<file path="src/rtl/tempo_ctrl_if.sv">
// Button inputs and tempo/BCD outputs of tempo_ctrl, grouped as one bus.
// The slave modport is the tempo_ctrl side; the master modport drives the buttons.
interface tempo_ctrl_if #(
  parameter int W      = 8,
  parameter int DIGITS = 3
);
  logic                  inc;
  logic                  dec;
  logic                  add;
  logic                  min;
  logic [W-1:0]          speed;
  logic                  changed;
  logic                  at_min;
  logic                  at_max;
  logic [4*DIGITS-1:0]   bcd;
  logic                  bcd_valid;

  modport master (
    output inc, dec, add, min,
    input  speed, changed, at_min, at_max, bcd, bcd_valid
  );

  modport slave (
    input  inc, dec, add, min,
    output speed, changed, at_min, at_max, bcd, bcd_valid
  );
endinterface

</file>
<file path="src/rtl/tempo_ctrl.sv">
// Saturating BPM register driven by four button levels, plus a sequential double-dabble
// BCD converter. Define TEMPO_AUTOREPEAT_EN to build the hold-to-repeat counter.
module tempo_ctrl #(
  parameter int W        = 8,
  parameter int DIGITS   = 3,
  parameter int BPM_MIN  = 30,
  parameter int BPM_MAX  = 250,
  parameter int BPM_RST  = 120,
  parameter int FINE     = 1,
  parameter int COARSE   = 10,
  parameter int REP_DLY  = 25_000_000,
  parameter int REP_RATE = 5_000_000
) (
  input  logic          clk,
  input  logic          rst_n,   // active-high asynchronous reset
  tempo_ctrl_if.slave   bus
);

  localparam int BW   = 4 * DIGITS;
  localparam int CNTW = $clog2(W + 1);
  localparam logic [W:0] MIN_X    = (W+1)'(BPM_MIN);
  localparam logic [W:0] MAX_X    = (W+1)'(BPM_MAX);
  localparam logic [W:0] FINE_X   = (W+1)'(FINE);
  localparam logic [W:0] COARSE_X = (W+1)'(COARSE);

  typedef enum logic [2:0] {OWN_NONE, OWN_ADD, OWN_MIN, OWN_INC, OWN_DEC} owner_e;
  typedef enum logic [1:0] {S_IDLE, S_LOAD, S_SHIFT, S_DONE} conv_e;

  logic [3:0]   btn, btn_q, press;
  owner_e       owner_q, owner_d;
  logic         owner_held, step_en, step_up, rep_fire, update;
  logic [W:0]   amt_x, cur_x, sum_x, next_x;
  logic [W-1:0] speed_q;
  logic         changed_q;

  assign btn   = {bus.add, bus.min, bus.inc, bus.dec};
  assign press = btn & ~btn_q;
  assign cur_x = {1'b0, speed_q};

  always_comb begin
    unique case (owner_q)
      OWN_ADD: owner_held = btn[3];
      OWN_MIN: owner_held = btn[2];
      OWN_INC: owner_held = btn[1];
      OWN_DEC: owner_held = btn[0];
      default: owner_held = 1'b0;
    endcase
  end

  // NOTE: every always_comb output gets a default first so no latch is inferred.
  always_comb begin
    owner_d = owner_q;
    step_en = 1'b0;
    if (!owner_held) begin
      owner_d = OWN_NONE;
      if      (press[3]) owner_d = OWN_ADD;
      else if (press[2]) owner_d = OWN_MIN;
      else if (press[1]) owner_d = OWN_INC;
      else if (press[0]) owner_d = OWN_DEC;
      step_en = |press;
    end else begin
      step_en = rep_fire;
    end
    step_up = (owner_d == OWN_ADD) || (owner_d == OWN_INC);
    amt_x   = ((owner_d == OWN_ADD) || (owner_d == OWN_MIN)) ? COARSE_X : FINE_X;
  end

  // Decrement is guarded before subtracting so it can never wrap below zero.
  always_comb begin
    sum_x = cur_x + amt_x;
    if (step_up) next_x = (sum_x > MAX_X) ? MAX_X : sum_x;
    else         next_x = (cur_x < amt_x + MIN_X) ? MIN_X : cur_x - amt_x;
    update = step_en && (next_x != cur_x);
  end

`ifdef TEMPO_AUTOREPEAT_EN
  localparam int RMAX = (REP_DLY > REP_RATE) ? REP_DLY : REP_RATE;
  localparam int CW   = $clog2(RMAX + 1);

  logic [CW-1:0] rep_cnt_q, rep_cnt_d;
  logic          rep_first_q, rep_first_d;

  always_comb begin
    rep_cnt_d   = rep_cnt_q + 1'b1;
    rep_first_d = rep_first_q;
    rep_fire    = 1'b0;
    if (!owner_held) begin
      rep_cnt_d   = '0;
      rep_first_d = 1'b1;
    end else if (rep_cnt_d == CW'(rep_first_q ? REP_DLY : REP_RATE)) begin
      rep_fire    = 1'b1;
      rep_cnt_d   = '0;
      rep_first_d = 1'b0;
    end
  end

  always_ff @(posedge clk or posedge rst_n) begin
    if (rst_n) begin
      rep_cnt_q   <= '0;
      rep_first_q <= 1'b1;
    end else begin
      rep_cnt_q   <= rep_cnt_d;
      rep_first_q <= rep_first_d;
    end
  end
`else
  // No repeat hardware; the timing parameters are only referenced to keep one interface.
  assign rep_fire = 1'b0 & (REP_DLY > 0) & (REP_RATE > 0);
`endif

  // NOTE: sequential state uses non-blocking assignments only, so every flop samples pre-edge values.
  always_ff @(posedge clk or posedge rst_n) begin
    if (rst_n) begin
      speed_q   <= W'(BPM_RST);
      changed_q <= 1'b0;
      btn_q     <= '0;
      owner_q   <= OWN_NONE;
    end else begin
      btn_q     <= btn;
      owner_q   <= owner_d;
      changed_q <= update;
      if (update) speed_q <= next_x[W-1:0];
    end
  end

  function automatic logic [BW-1:0] dd_adjust(input logic [BW-1:0] s);
    logic [BW-1:0] r;
    r = s;
    for (int d = 0; d < DIGITS; d++)
      if (r[4*d +: 4] >= 4'd5) r[4*d +: 4] = r[4*d +: 4] + 4'd3;
    return r;
  endfunction

  conv_e         state_q;
  logic [W-1:0]  sh_q;
  logic [BW-1:0] scr_q, bcd_q;
  logic [CNTW-1:0] bit_q;
  logic          valid_q;

  // IDLE loads on the same edge it sees changed so bcd_valid drops two edges after the press.
  always_ff @(posedge clk or posedge rst_n) begin
    if (rst_n) begin
      state_q <= S_LOAD;
      sh_q    <= '0;
      scr_q   <= '0;
      bit_q   <= '0;
      bcd_q   <= '0;
      valid_q <= 1'b0;
    end else begin
      unique case (state_q)
        S_IDLE, S_LOAD: begin
          if (state_q == S_LOAD || changed_q) begin
            sh_q    <= speed_q;
            scr_q   <= '0;
            bit_q   <= '0;
            valid_q <= 1'b0;
            state_q <= S_SHIFT;
          end
        end
        S_SHIFT: begin
          if (changed_q) begin
            state_q <= S_LOAD;
          end else begin
            {scr_q, sh_q} <= {dd_adjust(scr_q), sh_q} << 1;
            bit_q         <= bit_q + 1'b1;
            if (bit_q == CNTW'(W - 1)) state_q <= S_DONE;
          end
        end
        S_DONE: begin
          if (changed_q) begin
            state_q <= S_LOAD;
          end else begin
            bcd_q   <= scr_q;
            valid_q <= 1'b1;
            state_q <= S_IDLE;
          end
        end
        default: state_q <= S_LOAD;
      endcase
    end
  end

  assign bus.speed     = speed_q;
  assign bus.changed   = changed_q;
  assign bus.at_min    = (speed_q == W'(BPM_MIN));
  assign bus.at_max    = (speed_q == W'(BPM_MAX));
  assign bus.bcd       = bcd_q;
  assign bus.bcd_valid = valid_q;

endmodule

</file>
<file path="src/flat_wrapper.sv">
// flat-port wrapper written by rule: the top's interface ports become plain ports
module tempo_ctrl_flat 
#(
  parameter int W        = 8,
  parameter int DIGITS   = 3,
  parameter int BPM_MIN  = 30,
  parameter int BPM_MAX  = 250,
  parameter int BPM_RST  = 120,
  parameter int FINE     = 1,
  parameter int COARSE   = 10,
  parameter int REP_DLY  = 25_000_000,
  parameter int REP_RATE = 5_000_000
)
  (clk, rst_n, bus_inc, bus_dec, bus_add, bus_min, bus_speed, bus_changed, bus_at_min, bus_at_max, bus_bcd, bus_bcd_valid);
  tempo_ctrl_if #(.W(W), .DIGITS(DIGITS)) bus_i ();
  input  logic clk;
  input  logic rst_n;
  input wire logic [$bits(bus_i.inc)-1:0] bus_inc;
  input wire logic [$bits(bus_i.dec)-1:0] bus_dec;
  input wire logic [$bits(bus_i.add)-1:0] bus_add;
  input wire logic [$bits(bus_i.min)-1:0] bus_min;
  output wire logic [$bits(bus_i.speed)-1:0] bus_speed;
  output wire logic [$bits(bus_i.changed)-1:0] bus_changed;
  output wire logic [$bits(bus_i.at_min)-1:0] bus_at_min;
  output wire logic [$bits(bus_i.at_max)-1:0] bus_at_max;
  output wire logic [$bits(bus_i.bcd)-1:0] bus_bcd;
  output wire logic [$bits(bus_i.bcd_valid)-1:0] bus_bcd_valid;
  assign bus_i.inc = bus_inc;
  assign bus_i.dec = bus_dec;
  assign bus_i.add = bus_add;
  assign bus_i.min = bus_min;
  assign bus_speed = bus_i.speed;
  assign bus_changed = bus_i.changed;
  assign bus_at_min = bus_i.at_min;
  assign bus_at_max = bus_i.at_max;
  assign bus_bcd = bus_i.bcd;
  assign bus_bcd_valid = bus_i.bcd_valid;
  tempo_ctrl #(.W(W), .DIGITS(DIGITS), .BPM_MIN(BPM_MIN), .BPM_MAX(BPM_MAX), .BPM_RST(BPM_RST), .FINE(FINE), .COARSE(COARSE), .REP_DLY(REP_DLY), .REP_RATE(REP_RATE)) u_core (.clk(clk), .rst_n(rst_n), .bus(bus_i));
endmodule
</file>
<file path="config.mk">
export PLATFORM = sky130hd
export DESIGN_NAME = tempo_ctrl_flat
export DESIGN_NICKNAME = d
export VERILOG_FILES = /design/src/rtl/tempo_ctrl_if.sv /design/src/rtl/tempo_ctrl.sv /design/src/flat_wrapper.sv
export SDC_FILE = /design/constraint.sdc
export NUM_CORES = 1
export LEC_CHECK = 0
export ABC_AREA = 1
export CORE_MARGIN = 1.5
export CORE_UTILIZATION = 60
export CTS_BUF_LIST = sky130_fd_sc_hd__clkbuf_8
export CTS_CLUSTER_SIZE = 8
export DETAILED_ROUTE_END_ITERATION = 6
export PLACE_DENSITY_LB_ADDON = 0.3
export SETUP_SLACK_MARGIN = 0.02
export SYNTH_ARGS = -nofsm -noshare
export SYNTH_HDL_FRONTEND = slang
export SYNTH_SLANG_ARGS = --single-unit
</file>
<file path="constraint.sdc">
create_clock -name clk -period 4.4 [get_ports clk]
set_clock_uncertainty 0.05 [all_clocks]
set_input_delay 0.66 -clock clk [delete_from_list [all_inputs] [get_ports clk]]
set_output_delay 0.66 -clock clk [all_outputs]
set_load 0.05 [all_outputs]
</file>
== Yosys cells after proc, flatten, opt, wreduce, memory -nomap -nowiden ==
Cells that the tools add are included.
Word-level totals
  register bits: 55
  input port bits: 6
  output and inout bits: 24
  logic and storage cells: 87
Cells by class
  add/sub/neg operators: 7
  $lt $le $gt $ge: 5
  eq/ne operators: 18
  multiplexer cells: 31
  bitwise operators: 3
  reduce and logical (&&, ||, !) cells: 13
Operator list (number)
  two-way mux 9 bit: 3
  two-way mux 12 bit: 2
  case mux 12 bit (2 select lines): 1
  two-way mux 4 bit: 5
  two-way mux 3 bit: 6
  two-way mux 8 bit: 2
  case mux 8 bit (2 select lines): 1
  == test 3 x 2 -> 1 bit, second input constant: 4
  >= comparator 4 x 3 -> 1 bit, second input constant: 3
  adder 8 x 9 -> 9 bit: 1
  adder 9 x 5 -> 9 bit, second input constant: 1
  > comparator 9 x 8 -> 1 bit, second input constant: 1
  less-than comparator 8 x 9 -> 1 bit: 1
  inequality test 9 x 8 -> 1 bit: 1
  subtractor 8 x 9 -> 9 bit: 1
  adder 4 x 2 -> 4 bit, second input constant: 2
  == test 8 x 5 -> 1 bit, second input constant: 1
  == test 8 bit, second input constant: 1
  case mux 4 bit (2 select lines): 1
  == test 3 x 1 -> 1 bit, second input constant: 2
  two-way mux 2 bit: 3
  case mux 2 bit (3 select lines): 1
  AND reduction 3 bit: 2
  adder 4 x 1 -> 4 bit, second input constant: 1
  21 further kinds: 30

== Depth between registers and ports, before layout ==
Gate-level depths: netlist (run 1).
  depth after elaboration: 16
  depth in mapped cells: 28
  gate-level depth less buffers: 28

== Least setup slack after synthesis (run 1) ==
No wires, ideal clock.
  path kind: input port to flip-flop
  start: input port bus_inc
  end: register u_core.speed_q[1], in the netlist u_core.bus.speed[1]
  data arrival time: 3692 ps
  data required time: 4284 ps
  path slack: 591 ps
  cell stages on the path: 27
  cell sequence: nand4_1 -> nand2_2 -> nor2_4 -> nand3b_1 -> o21ai_0 -> xor2_1 -> inv_1 -> fa_1 -> nand3_1 -> nand2_1 -> nand2_1 -> inv_1 -> nand2_1 -> nand2_1 -> nor2_1 -> nand2_1 -> nand2_2 -> nand2_2 -> nand2_1 -> nand2_1 -> nand2_1 -> inv_1 -> nor2_2 -> nand3_4 -> nand2_4 -> nand2_1 -> nand2_1
On the way
  cells in the longest elaborated chain, start to end: 14
  elaborated cells on any way between the ends: 24
RTL lines
  start, declared: RTL line flat_wrapper.sv:18  | input wire logic [$bits(bus_i.inc)-1:0] bus_inc;
  AND 4 bit: RTL line tempo_ctrl.sv:37  | assign press = btn & ~btn_q;
  two-way mux 3 bit: RTL line tempo_ctrl.sv:58  | else if (press[1]) owner_d = OWN_INC;
  two-way mux 3 bit: RTL line tempo_ctrl.sv:57  | else if (press[2]) owner_d = OWN_MIN;
  two-way mux 3 bit: RTL line tempo_ctrl.sv:56  | if (press[3]) owner_d = OWN_ADD;
  two-way mux 3 bit (*): RTL line tempo_ctrl.sv:54  | if (!owner_held) begin
  named net u_core.owner_d[1]: RTL line tempo_ctrl.sv:30  | owner_e owner_q, owner_d;
  == test 3 x 1 -> 1 bit / == test 3 x 2 -> 1 bit (equally long branches): RTL line tempo_ctrl.sv:64, tempo_ctrl.sv:65
  logical OR 1 bit: RTL line tempo_ctrl.sv:65  | amt_x = ((owner_d == OWN_ADD) || (owner_d == OWN_MIN)) ? COARSE_X : FINE_X;
  two-way mux 4 bit: RTL line tempo_ctrl.sv:65
  adder 9 x 5 -> 9 bit / adder 8 x 9 -> 9 bit (equally long branches): RTL line tempo_ctrl.sv:72, tempo_ctrl.sv:70
  less-than comparator 8 x 9 -> 1 bit / > comparator 9 x 8 -> 1 bit (equally long branches): RTL line tempo_ctrl.sv:72, tempo_ctrl.sv:71
  two-way mux 9 bit, on equally long branches: RTL line tempo_ctrl.sv:72, tempo_ctrl.sv:71
  two-way mux 9 bit (*): RTL line tempo_ctrl.sv:71  | if (step_up) next_x = (sum_x > MAX_X) ? MAX_X : sum_x;
  inequality test 9 x 8 -> 1 bit: RTL line tempo_ctrl.sv:73  | update = step_en && (next_x != cur_x);
  logical AND 1 bit: RTL line tempo_ctrl.sv:73
  end signal, assigned: RTL line tempo_ctrl.sv:114  | speed_q <= W'(BPM_RST);
  end signal, assigned: RTL line tempo_ctrl.sv:122  | if (update) speed_q <= next_x[W-1:0];
  end, declared: RTL line tempo_ctrl.sv:33  | logic [W-1:0] speed_q;
Mark *: on every way through the listed nets, which the timed path passes. The rest lies on a longest branch.
A chain may end at the register's enable or synchronous reset.

== Worst setup path in the final report (run 1) ==
  start: input port bus_inc
  end: register u_core.speed_q[4], in the netlist u_core.bus.speed[4]
Same word-level chain as after synthesis.

==> results.sh, run 1 <==
export IMPL_cts_buffer_depth=2
export IMPL_slew_headroom=0.233
export IMPL_max_freq_ghz=0.239
export IMPL_grt_pass1_wl_mm=13.1
export IMPL_dp_hpwl_mm=5.74
export IMPL_routedWlPerCell_microns=13.5
export IMPL_worstSetupStartpoint="bus_inc"
export IMPL_max_cap_viol_count=0
export IMPL_crit_end="u_core.bus.speed[4]"
export IMPL_first_pass_iters=5
export IMPL_yosysSeqAreaShare=0.398
export IMPL_hold_class="register to register"
export IMPL_syn2layout_area_growth_pct=15.7
export IMPL_drt_iter0_markers=176
export IMPL_setup_viol=0
export IMPL_dieArea_sq_um=6260
export IMPL_drt_total_wl_mm=7.75
export IMPL_ys_warn_count=0
export IMPL_die_height_microns=79.1
export IMPL_core_area_sq_um=5540
export IMPL_grt_ovfl_total=0
export IMPL_clk_pin_slew_ns=0.10
export IMPL_worst_ep_required_time_ns=4.61
export IMPL_hold_viol=0
export IMPL_ctsHoldBuffers=0
export IMPL_portBuffers=29
export IMPL_ys_seq_elements=55
export IMPL_grt_usage=0.266
export IMPL_drive_gt1_frac=0.109
export IMPL_cts_tree="built"
export IMPL_grt_max_degree=34
export IMPL_critPathKind="input pin to register"
export IMPL_seq_area_sq_um=1380
export IMPL_clk_latency_ns=0.31
export IMPL_ant_nets=0
export IMPL_drc=0
export IMPL_worstMarginPinSlew_ns=1.15
export IMPL_r2r_end="u_core.bus.speed[4]"
export IMPL_synth_area_sq_um=3480
export IMPL_netlist_area_leader_share=0.360
export IMPL_clkSinkCount=55
export IMPL_grt_use_met3=0.0379
export IMPL_fin_crit_sh=0.950
export IMPL_path_cells="clkdlybuf4s50_1, inv_1, o21ai_0, nand3b_1, o21ai_2, xor2_1, buf_4, buf_4, ha_1, fa_2, inv_1, o21ai_0, nand3_1, nor2_1, nand2_2, nand3_1, nand2_1, nand2_1, nand2_1, nor2_2, nand3_4, nand2_2, nand2_1, nand2_1"
export IMPL_use_met2=0.452
export IMPL_synthesis_nets=491
export IMPL_die_x_microns=79.1
export IMPL_grt_pass1_vias=2791
export IMPL_crit_slowest_cell="fa_2"
export IMPL_post_place_ws_ns=-0.152
export IMPL_multi_input_area_sq_um=1750
export IMPL_path_common_cell="nand2_1"
export IMPL_crit_buf_inv=5
export IMPL_critical_path_top_delay_family="simple AND/OR/NAND/NOR gates"
export IMPL_finalWeightedCongestion=0.949
export IMPL_rrSetupSlack_ns=0.48
export IMPL_cpPeakStageDelay_ns=0.53
export IMPL_rsz0062_at_grt="false"
export IMPL_drv_slew=0
export IMPL_antenna_found_initial=0
export IMPL_cp_end_kind="register"
export IMPL_start_kind="input pin"
export IMPL_r2r_start="u_core.owner_q[0]"
export IMPL_clockRootBuffer="clkbuf_8"
export IMPL_start_util=0.628
export IMPL_cts_max_level=2
export IMPL_syn_area_per_cell_sq_um=7.48
export IMPL_fillers=423
export IMPL_critPathMaxFanout=5
export IMPL_final_nets=528
export IMPL_r2r_cells=25
export IMPL_final_common_cell="nand2_1"
export IMPL_status="finished, final reports clean"
export IMPL_antenna_cells=0
export IMPL_grt_busiest_layer="met2"
export IMPL_std_cell_rows=27
export IMPL_critPathArrivalTime_ns=4.40
export IMPL_cts_buffers=5
export IMPL_fin_crit_ns=4.18
export IMPL_layout_setup_ws_ns=0.220
export IMPL_syn_inst=465
export IMPL_critical_path_depth=24
export IMPL_via_per_inst=5.50
export IMPL_vias=3165
export IMPL_yosysUniqueCellTypes=37
export IMPL_yosysTopAreaCell="dfrtp_1"
export IMPL_use_met1=0.355
export IMPL_synthTopCellsByArea="dfrtp_1 (36%), nand2_1 (12%), inv_1 (8.4%)"
export IMPL_io_pins=30
export IMPL_layout_common_cells="nand2_1 (112), inv_1 (77), dfrtp_1 (50)"
[kinds of logic after synthesis]
| family | count (synthesis) | share of synthesized area |
|---|---|---|
| AO/OA/AOI/OAI | 77 | 0.126 |
| AND/OR/NAND/NOR | 211 | 0.274 |
| flip-flops | 55 | 0.398 |
| buffers and inverters | 94 | 0.107 |
| XOR/XNOR | 8 | 0.0202 |
| adder cells (fa/ha/maj) | 20 | 0.0763 |
[metal layers]
| metal | vias up | part of all wire |
|---|---|---|
| met5 | - | 0 |
| met4 | 0 | 0.015 |
| met3 | 13 | 0.044 |
| met2 | 81 | 0.50 |
| met1 | 1501 | 0.44 |
| li1 | 1570 | - |
[final cells by class]
| cell class | count | area share |
|---|---|---|
| clock inverters | 3 | 0.0115 |
| flip-flops and latches | 55 | 0.344 |
| multi-input cells | 318 | 0.436 |
| well taps | 72 | 0.0224 |
| clock buffers | 5 | 0.0171 |
| repair buffers | 40 | 0.0927 |
| inverters | 82 | 0.0765 |
[what timing repair did]
| item | in CTS | in global routing |
|---|---|---|
| buffers inserted | 0 | 3 |
| endpoints found under the setup margin | 0 | 9 |
| gates resized for setup | 0 | 5 |
| endpoints found under the hold margin | 0 | 0 |
[synthesized netlist by cell type]
master     number
o32ai_1         1
nor2_2          5
dfstp_2         5
nand3_1        34
a21oi_1         9
buf_6           1
nor3_1          3
o21ai_1         4
inv_1          78
a21oi_2         1
dfrtp_1        50
or2_2           1
nand3_4         1
nor2_4          1
o21ai_0        44
fa_1            2
nand3_2         1
nand4_1        11
xor2_1          8
o21ai_2         2
nor2_1         30
nor4_1          1
clkbuf_1        6
buf_2           2
nand2_2         6
o211ai_1        8
o2111ai_1       1
nand2_1       113
nand3b_1        1
ha_1           18
o31ai_1         1
o22ai_1         5
nand2_4         3
o2bb2ai_1       1
inv_2           4
buf_4           2
buf_1           1
[stage by stage]
| stage | utilization | cells | hold slack, ns | TNS (ns) | area, sq um |
|---|---|---|---|---|---|
| 2_1_floorplan | - | 465 | 0.418 | 0 | 3480 |
| 5_1_grt | 0.726 | 575 | 0.468 | 0 | 4020 |
| 3_5_place_dp | 0.696 | 562 | 0.427 | -1.25 | 3850 |
| 6_report | 0.726 | 575 | 0.449 | 0 | 4020 |
| 3_3_place_gp | 0.696 | 562 | 0.415 | 0 | 3850 |
| 4_1_cts | 0.717 | 570 | 0.451 | 0 | 3970 |
[sequential cells by signal (all words and copies together) (netlist names)]
register / count
u_core.bus.speed: 8
u_core.bus.bcd_valid: 1
u_core.bit_q: 4
u_core.owner_q: 3
u_core.scr_q: 12
u_core.bus.bcd: 12
u_core.state_q: 2
u_core.sh_q: 8
u_core.btn_q: 4
u_core.bus.changed: 1
[worst min path at each step]
stage | from | endpoint | slack, ns | cells after the start
4_1_cts | u_core.bus.bcd[6] | u_core.bus.bcd[6] | 0.45 | 2
3_3_place_gp | u_core.bus.bcd[8] | u_core.bus.bcd[8] | 0.41 | 2
2_1_floorplan | u_core.bit_q[1] | u_core.bit_q[1] | 0.42 | 2
6_report | u_core.bus.bcd[5] | u_core.bus.bcd[5] | 0.45 | 2
5_1_grt | u_core.bus.bcd[8] | u_core.bus.bcd[8] | 0.47 | 2
3_5_place_dp | u_core.bus.bcd[3] | u_core.bus.bcd[3] | 0.43 | 2
[tightest hold or removal path: stages (launching register included)]
cell	delay (ns)
dfrtp_1	0.35
nand2_1	0.05
o21ai_0	0.06
Power of run 1 is not shown: default switching activity piles up to over one toggle a cycle in this logic, so the estimate is an artifact.
==> run 2: changes to the inputs <==
ABC_AREA = default   (was 1)
==> run 2 against run 1 <==
Wire length up 8.3%. Setup slack better by 0.054 ns. First-iteration DRC count is 45% higher. Register-to-register slack worse by 0.21 ns. Non-clock buffer count up 28. Worst hold slack worse by 0.013 ns. Cell count down 12%. Critical endpoint is now u_core.bus.speed[2]. Largest cell class unchanged.
==> results.sh, run 2 <==
export IMPL_fin_crit_ns=4.13
export IMPL_yosysTopAreaCell="dfrtp_1"
export IMPL_antenna_cells=0
export IMPL_setup_viol=0
export IMPL_crit_buf_inv=2
export IMPL_final_nets=460
export IMPL_synthTopCellsByArea="dfrtp_1 (36%), ha_1 (6.4%), o21ai_0 (4.3%)"
export IMPL_cp_end_kind="register"
export IMPL_die_x_microns=79.3
export IMPL_multi_input_area_sq_um=2110
export IMPL_post_place_ws_ns=-0.264
export IMPL_path_cells="and4bb_2, a311oi_4, a21o_1, inv_4, xnor2_4, inv_2, ha_4, fa_2, a31oi_4, xnor2_2, o2111ai_2, o21ai_2, o22ai_2, a211oi_2, nand4_2, and2_4, mux2_4"
export IMPL_syn2layout_area_growth_pct=25.2
export IMPL_grt_usage=0.279
export IMPL_hold_class="register to register"
export IMPL_ys_flop_type="dfrtp_1"
export IMPL_r2r_cells=17
export IMPL_rsz0062_at_grt="false"
export IMPL_core_area_sq_um=5570
export IMPL_portBuffers=29
export IMPL_critPathMaxFanout=9
export IMPL_syn_inst=379
export IMPL_via_per_inst=6.02
export IMPL_yosysMostFrequentCell="dfrtp_1"
export IMPL_r2r_start="u_core.owner_q[1]"
export IMPL_grt_pass1_vias=3007
export IMPL_synth_area_sq_um=3490
export IMPL_netlist_area_leader_share=0.358
export IMPL_synth_edf_count=0
export IMPL_drv_slew=0
export IMPL_placed_area_sq_um=4110
export IMPL_worstHoldStart="u_core.bus.bcd[1]"
export IMPL_grt_pass1_wl_mm=13.9
export IMPL_worstMarginPinSlew_ns=1.10
export IMPL_status="finished, final reports clean"
export IMPL_std_cell_rows=27
export IMPL_slew_headroom=0.269
export IMPL_synthArstFlopShare=1.00
export IMPL_post_place_cells=495
export IMPL_fillers=389
export IMPL_ys_top_cells_by_count="dfrtp_1 (50), nand2_1 (38), o21ai_0 (30), nor2_1 (25), ha_1 (18)"
export IMPL_grt_ovfl_total=0
export IMPL_ant_nets=0
export IMPL_layout_setup_ws_ns=0.273
export IMPL_yosysSeqAreaShare=0.396
export IMPL_grt_max_degree=56
export IMPL_syn_area_per_cell_sq_um=9.21
export IMPL_drive_gt1_frac=0.225
export IMPL_dp_hpwl_mm=5.93
export IMPL_holdPathStages=2
export IMPL_yosysUniqueCellTypes=62
export IMPL_start_kind="register"
export IMPL_clkSinkCount=55
export IMPL_io_pins=30
export IMPL_fin_cells=507
export IMPL_first_pass_iters=4
export IMPL_critPathKind="register to register"
export IMPL_cts_buffer_depth=2
export IMPL_vias=3051
export IMPL_crit_slowest_cell="dfrtp_1"
export IMPL_hold_viol=0
export IMPL_drt_total_wl_mm=8.39
export IMPL_min_to="u_core.bus.bcd[1]"
export IMPL_fin_crit_sh=0.938
export IMPL_ctsHoldBuffers=0
export IMPL_stdcell_area_sq_um=4370
export IMPL_cpPeakStageDelay_ns=0.51
export IMPL_drt_iter0_markers=256
export IMPL_ys_seq_elements=55
export IMPL_synthesis_nets=405
export IMPL_critPathArrivalTime_ns=4.26
export IMPL_clk_latency_ns=0.30
export IMPL_r2r_end="u_core.bus.speed[2]"
export IMPL_cts_max_level=2
export IMPL_dieArea_sq_um=6290
export IMPL_max_freq_ghz=0.242
export IMPL_rrSetupSlack_ns=0.27
export IMPL_seq_area_sq_um=1380
export IMPL_critical_path_top_delay_family="compound AO/OA/AOI/OAI gates"
export IMPL_antenna_found_initial=0
export IMPL_clockRootBuffer="clkbuf_8"
export IMPL_final_common_cell="dfrtp_1"
export IMPL_worst_ep_required_time_ns=4.53
export IMPL_layout_common_cells="dfrtp_1 (50), nand2_1 (38), buf_4 (38)"
export IMPL_start_util=0.626
export IMPL_clk_pin_slew_ns=0.10
export IMPL_die_height_microns=79.3
export IMPL_cts_buffers=5
export IMPL_ys_warn_count=0
export IMPL_finalWeightedCongestion=0.933
export IMPL_routedWlPerCell_microns=16.5
export IMPL_cts_tree="built"
export IMPL_drc=0
export IMPL_max_cap_viol_count=0
[run 2: cell types whose count changed in the layout (fill, tap and decap cells not counted), sizes merged, moves of 9 or more]
cell / delta
mux2: +10
nand2: -84
nand2b: +14
nor2: -11
a31oi: +9
inv: -66
buf: +28
nand3: -25
xnor2: +11
o21ai: -17
[run 2: tightest hold or removal path: stages, from the launching register on]
cell and delay [ns]:
dfrtp_1 0.35, nand2_1 0.05, o21ai_0 0.06
[run 2: per-layer routing]
metal | track usage | wire length (microns) | vias up
li1 | - | - | 1469
met1 | 0.345 | 3570 | 1507
met2 | 0.508 | 4470 | 69
met3 | 0.0333 | 287 | 6
met4 | 0.0842 | 63 | 0
met5 | 0 | 0 | -
[run 2: per-stage QoR]
stage	hold slack, ns	utilization	TNS, ns
after floorplan	0.401	-	-0.437
after global placement	0.410	0.737	-1.03
after detailed placement	0.420	0.737	-1.14
after CTS	0.442	0.757	0
after global routing	0.464	0.784	0
final	0.437	0.784	0
[run 2: worst max-delay path by stage]
stage	from	endpoint	slack, ns	depth (start not counted)
after floorplan	bus_dec	u_core.bus.speed[2]	-0.15	20
after global placement	bus_inc	u_core.bus.speed[2]	-0.24	17
after detailed placement	bus_inc	u_core.bus.speed[2]	-0.26	18
after CTS	bus_inc	u_core.bus.speed[2]	0.03	17
after global routing	u_core.owner_q[1]	u_core.bus.speed[2]	0.06	17
final	u_core.owner_q[1]	u_core.bus.speed[2]	0.27	17
[run 2: cell families (layout without fill, tap and decap cells)]
logic type	Yosys count	after routing	share of synthesized area
adder cells (fa/ha/maj)	20	20	0.0760
XOR/XNOR	12	12	0.0301
AO/OA/AOI/OAI	113	113	0.217
buffers and inverters	38	94	0.0487
multiplexers	13	13	0.0451
flip-flops	55	55	0.396
AND/OR/NAND/NOR	128	128	0.187
[run 2: timing repair]
item	in CTS	in global routing
setup buffers	0	4
resized for setup	0	27
setup endpoints to repair	0	6
[run 2: final cells by class]
| type | instances | area share |
|---|---|---|
| tap | 72 | 0.0206 |
| sequential | 55 | 0.316 |
| timing repair buffer | 68 | 0.139 |
| clock inverter | 3 | 0.0100 |
| multi-input combinational | 286 | 0.483 |
| clock buffer | 5 | 0.0157 |
| inverter | 18 | 0.0160 |
Power of run 2 is left out for the same reason.
